`config.mk`:
```
export PLATFORM = sky130hd
export DESIGN_NAME = phase_sequencer
export DESIGN_NICKNAME = d
export VERILOG_FILES = /design/src/rtl/phase_sequencer.sv
export SDC_FILE = /design/constraint.sdc
export NUM_CORES = 1
export LEC_CHECK = 0
export BUFFER_PORTS_ARGS = -buffer_cell sky130_fd_sc_hd__buf_2
export CAP_MARGIN = 20
export CORE_UTILIZATION = 51
export DETAILED_ROUTE_END_ITERATION = 6
export PLACE_DENSITY = 0.76
export SLEW_MARGIN = 20
export SYNTH_ARGS = -nofsm -noshare
export SYNTH_HDL_FRONTEND = slang
export SYNTH_SLANG_ARGS = --single-unit
```
`constraint.sdc`:
```
create_clock -name CLK -period 2 [get_ports CLK]
set_input_delay 0.3 -clock CLK [delete_from_list [all_inputs] [get_ports CLK]]
set_output_delay 0.3 -clock CLK [all_outputs]
set_load 0.01 [all_outputs]
```
`src/rtl/phase_sequencer.sv`:
```
// Machine-cycle phase sequencer: registered PH1/PH2 pulses with run/halt/step,
// memory wait states and stuck-bus timeout. Optional counter: CYCLE_COUNT_EN.
module phase_sequencer #(
    parameter int GAP      = 1,
    parameter int WAIT_MAX = 15,
    parameter int CNT_W    = 8
) (
    input  logic             CLK,
    input  logic             RST,
    input  logic             RUN,
    input  logic             STEP,
    input  logic             READY,
    output logic             PH1,
    output logic             PH2,
    output logic             SYNC,
    output logic             O_S,
    output logic             HALTED,
    output logic             TIMEOUT,
    output logic [CNT_W-1:0] CYC_CNT
);

    localparam int WW = (WAIT_MAX > 1) ? $clog2(WAIT_MAX + 1) : 1;
    localparam logic [2:0] GAP_LOAD = 3'((GAP > 0) ? GAP - 1 : 0);

    typedef enum logic [2:0] {HALT, P1, G1, WAIT, P2, G2} stateT;

    stateT          state;
    stateT          nextState;
    stateT          p2Entry;
    stateT          cycleNext;
    logic [2:0]     gapCnt;
    logic [WW-1:0]  waitCnt;
    logic           stepMode;
    logic           endCycle;
    logic           timeoutHit;

    always_comb begin
        nextState  = state;
        endCycle   = 1'b0;
        timeoutHit = 1'b0;
        p2Entry    = READY ? P2 : WAIT;
        cycleNext  = (RUN && !stepMode) ? P1 : HALT;
        unique case (state)
            HALT: if (RUN || STEP) nextState = P1;
            P1:   nextState = (GAP == 0) ? p2Entry : G1;
            G1:   if (gapCnt == '0) nextState = p2Entry;
            WAIT: begin
                if (READY) begin
                    nextState = P2;
                end else if (WAIT_MAX != 0 && waitCnt == WW'(WAIT_MAX - 1)) begin
                    // Stuck bus: abandon the cycle without counting it
                    timeoutHit = 1'b1;
                    nextState  = HALT;
                end
            end
            P2: begin
                if (GAP == 0) begin
                    endCycle  = 1'b1;
                    nextState = cycleNext;
                end else begin
                    nextState = G2;
                end
            end
            G2: begin
                if (gapCnt == '0) begin
                    endCycle  = 1'b1;
                    nextState = cycleNext;
                end
            end
            default: nextState = HALT;
        endcase
    end

    // Outputs are decoded from nextState so each pulse lines up with its state
    always_ff @(posedge CLK or negedge RST) begin
        if (!RST) begin
            state    <= HALT;
            gapCnt   <= '0;
            waitCnt  <= '0;
            stepMode <= 1'b0;
            PH1      <= 1'b0;
            PH2      <= 1'b0;
            SYNC     <= 1'b0;
            O_S      <= 1'b1;
            HALTED   <= 1'b1;
            TIMEOUT  <= 1'b0;
        end else begin
            state  <= nextState;
            PH1    <= (nextState == P1);
            SYNC   <= (nextState == P1);
            PH2    <= (nextState == P2);
            HALTED <= (nextState == HALT);

            if ((nextState == G1 || nextState == G2) && nextState != state)
                gapCnt <= GAP_LOAD;
            else if (gapCnt != '0)
                gapCnt <= gapCnt - 3'd1;

            waitCnt <= (state == WAIT && nextState == WAIT) ? waitCnt + WW'(1) : '0;

            if (state == HALT && nextState == P1)
                stepMode <= !RUN;

            if (endCycle)
                O_S <= ~O_S;

            if (timeoutHit)
                TIMEOUT <= 1'b1;
            else if (state == HALT && nextState != HALT)
                TIMEOUT <= 1'b0;
        end
    end

`ifdef CYCLE_COUNT_EN
    always_ff @(posedge CLK or negedge RST) begin
        if (!RST)
            CYC_CNT <= '0;
        else if (endCycle)
            CYC_CNT <= CYC_CNT + CNT_W'(1);
    end
`else
    assign CYC_CNT = '0;
`endif

endmodule

```
; ---- Word-level counts from Yosys, hierarchy flattened
; Index checks and enable logic that the tools add are counted.
; W data, S select, Z words.
[classes]
bitwise = 1
addsub = 2
mux = 18
n_eq_ne = 12
n_reduce_logical = 16
[op_table]
columns = operator, n
row1 = $mux W3, 8
row2 = $pmux W3 S6, 1
row3 = $eq A3 B2 Y1 const B, 4
row4 = $eq A3 B3 Y1 const B, 4
row5 = $logic_not A3 Y1, 3
row6 = $mux W1, 8
row7 = $eq A3 B1 Y1 const B, 2
row8 = $reduce_bool A3 Y1, 2
row9 = $logic_and A1 B1 Y1, 5
row10 = $add A4 B1 Y4 const B, 1
row11 = $eq A4 B4 Y1 const B, 1
row12 = $mux W4, 1
row13 = $reduce_bool A2 Y1, 2
row14 = $ne A3 B3 Y1, 1
row15 = $sub A3 B1 Y3 const B, 1
row16 = $logic_not A1 Y1, 2
row17 = $logic_or A1 B1 Y1, 2
row18 = $not A1 Y1, 1
[word_totals]
ff_bits = 16
out_inout_bits = 14

; ---- Depth between registers and ports, before layout
[logic_depth]
depth_word = 9
mapped_depth = 8
depth_no_buf = 7

; ---- Worst setup path after synthesis
; No wires, ideal clock.
[synth_path]
path_type = reg-to-reg
from = register gapCnt[0]
to = register SYNC
required_ns = 1.935
stages_incl_launch_ff = 9
arrival_time_ns = 1.484
period_less_slack_ns = 1.549
slack_ns = 0.451
path_buffers = 1
path_cell_list = dfrtp_1 > inv_1 > ha_1 > ha_1 > buf_2 > nor2_1 > o32a_1 > nor3_2 > and2b_1
[synth_between]
elab_chain_len = 4
[synth_rtl]
columns = item, line_no
row1 = start: declaration, 31  ; logic [2:0] gapCnt;
row2 = start signal: assignment, 97  ; gapCnt <= gapCnt - 3'd1;
row3 = $logic_not A3 Y1 *, "46, 65"
row4 = $mux W3 (on tied branches), "65, 46"
row5 = $pmux W3 S6 *, 43  ; unique case (state)
row6 = net nextState[0], 28  ; stateT nextState;
row7 = $eq A3 B1 Y1 *, 90  ; SYNC <= (nextState == P1);
row8 = end signal: assignment, 90
row9 = end: declaration, 15  ; output logic SYNC,
; Mark *: on every way through the listed nets, which the timed path passes. The rest lies on a longest branch.
; A chain may end at the register's enable or synchronous reset.

; ---- Final worst setup path
; Ends and elaborated chain as after synthesis.

==> impl_results.md <==
- Outcome: completed
- VDD IR max: 0.5752 mV
- Final GP Congestion: 0.7779
- Gr ovfl total: 0
- Total Power: 1.053 mW
- Initial antenna violation count: 0
- ANT cells: 0
- Final Hold Fails: 0
- Clock Sinks: 16
- Synth area leaders: dfrtp_1, buf_4, nor2_1
- Register bit total from synthesis: 16
- Post-layout util: 59.01%
- Synth warn: 0
- EDFF count, synth: 0
- Post-synth top area cell: dfrtp_1
- IO buf count: 10
- CP bufs+invs: 1
- Placed Area: 863.3 sq um
- Routed vias/inst: 5.111
- Root Driver: clkbuf_4
- Syn_area_per_cell: 9.384 sq um
- Clock Latency Late Sink: 0.28 ns
- Post-synth top flop: dfrtp_1
- FFs w/ async S/R, synth: 100.0%
- Worst-path cell chain: inv_1, ha_1, ha_1, nor2_1, o32a_1, nor3_2, and2b_1
- Critical path peak fanout: 10
- Max stage delay cell, worst path: dfrtp_1
- Max-cap violations: 0
- Drt drc: 0
- Worst hold path class: input port to flip-flop
- Max Slew Vio Count: 0
- CP delay by family, top: adder cells
- Final worst slack: 0.2890 ns
- CTS resizes: 0
- Cell area after synthesis: 863.3 sq um
- Final net count: 111
- Top cells by count, synth: nor2_1, dfrtp_1, a21oi_1, buf_4, inv_1
- Fillers: 153
- Setup crit end kind: flip-flop
- Largest net degree at the start of global routing: 17
- CTS H-tree lvls: 1
- Vias in the first global route: 559
- Register area share after synthesis: 46.67%
- Layout Cells excl Fill: 117
- Crit path DAT: 1.93 ns
- Antenna-violating nets left: 0
- Tcrit/Tclk final: 85.55%
- Layout cells sized above 1: 17.82%
- Final-report setup violation count: 0
- CTS Buf Count: 3
- Max stage delay on crit path: 0.40 ns
- Final clock skew: 0.007811 ns
- DRT Wirelength: 1.317 mm
- Core Area: 1541 sq um
- Wire per inst: 11.26 microns
- Leak Pwr: 0.4517 nW
- Die W: 43.15 microns
- Post-CTS Setup Bufs: 0
- Most used cell along the critical path: ha_1
- Design area: 909.6 sq um
- Synth cell types: 25
- Setup Crit Path Kind: flip-flop to flip-flop
- Die ar.: 1861 sq um
- Syn Inst Count: 92
- Final Hold Slack: 0.2149 ns
- Die Ht: 43.15 microns
- Gr usage total: 17.30%
- Initial Utilization: 56.01%
- Worst EP required: 2.22 ns
- Drt pass-1 iters: 4
- First-pass GRT wire length: 2.408 mm
- Share of the synthesized area in the top cell type: 40.58%
- Worst-path clk slew: 0.09 ns
- RSZ-0062 raised after global routing: no
- Initial drt markers: 9
- Min Clock Period, post-route: 1.711 ns
- Worst Setup Slack post-DPL: 0.3066 ns
- Via count: 598
- Most common cell in the synthesized netlist: nor2_1
- Site Rows: 14
- Area delta synth->final: 5.362%
- R2R setup slack: 0.29 ns
- I/O pin count: 19
- Maximum clock frequency: 584.4 MHz
- CTS tree: yes
- Setup total negative slack: 0 ns
- Cells after DPL: 112
- Pwr Density: 1157 nW/um^2
- Max Buffers Root-to-Sink: 2
- Hpwl dp: 976.6 microns
- Startpoint Class: flip-flop
-- registers in the layout, indices dropped and copies added (netlist names) --
signal and count:
O_S 1, waitCnt 4, stepMode 1, gapCnt 3, TIMEOUT 1, SYNC 1
state 3, PH2 1, HALTED 1
-- kinds of logic after synthesis --
kind of cell | Yosys count | share of synthesized area (%)
other cells | 1 | 0.4344
simple gates | 30 | 16.96
xor+xnor | 4 | 4.059
buf+inv | 19 | 13.77
fa+ha+maj | 4 | 5.797
compound gates | 18 | 12.32
flops | 16 | 46.67
-- metal layers --
layer | routed length (microns) | GRT usage (%) | vias up
met3 | 62 | 3.830 | 0
met2 | 608 | 25.67 | 20
met5 | 0 | 0 | -
met4 | 0 | 5.455 | 0
li1 | - | - | 302
met1 | 646 | 25.14 | 276
-- cells in the final DEF (no fill, tap or decap), drive strengths merged --
cell type    Yosys  final
dfrtp           14     14
nor3             3      3
nand3            3      3
inv              6      6
nand2b           4      4
o21bai           1      1
a21oi           10     10
and2b            1      1
conb             1      8
xor2             3      3
o31ai            2      2
buf             13     10
o32a             1      1
nor2            15     15
o22ai            1      1
ha               4      4
a211oi           1      1
dfstp            2      2
nand2            4      4
o21ai            2      2
clkbuf           0      4
xnor2            1      1
dlygate4sd3      0      1
-- power breakdown --
group	switching, mW	total, mW	internal, mW	leakage, nW
Combinational	0.181	0.329	0.148	0.223
Clock	0.0963	0.207	0.111	0.0210
Sequential	0.106	0.517	0.411	0.208
-- final cells by class --
type / instances / area, sq um / area share [%]
clock buffer: 4 / 36.28 / 3.989
sequential: 16 / 402.9 / 44.29
inverter: 6 / 22.52 / 2.476
timing repair buffer: 11 / 60.06 / 6.602
tap: 16 / 20.02 / 2.201
multi-input combinational: 64 / 367.9 / 40.44
-- worst reg2reg max path, stage by stage, from the launching register on --
cell and delay (ns):
dfrtp_1 0.40, inv_1 0.06, ha_1 0.14, ha_1 0.33, nor2_1 0.07, o32a_1 0.34
nor3_2 0.17, and2b_1 0.15
-- what timing repair did --
item,CTS,global route
endpoints found under the hold margin,14,0
setup endpoints to repair,0,0
hold buffers,1,0
-- final timing paths --
check	start	endpoint	cells past startpoint
worst max-delay path	gapCnt[0]	SYNC	7
worst min-delay path	RUN	stepMode	2
worst max register to register	gapCnt[0]	SYNC	7
worst min register to register	TIMEOUT	TIMEOUT	2
max in group asynchronous	RST	HALTED	2
min in group asynchronous	RST	stepMode	2
(Power assumes the default switching activity.)
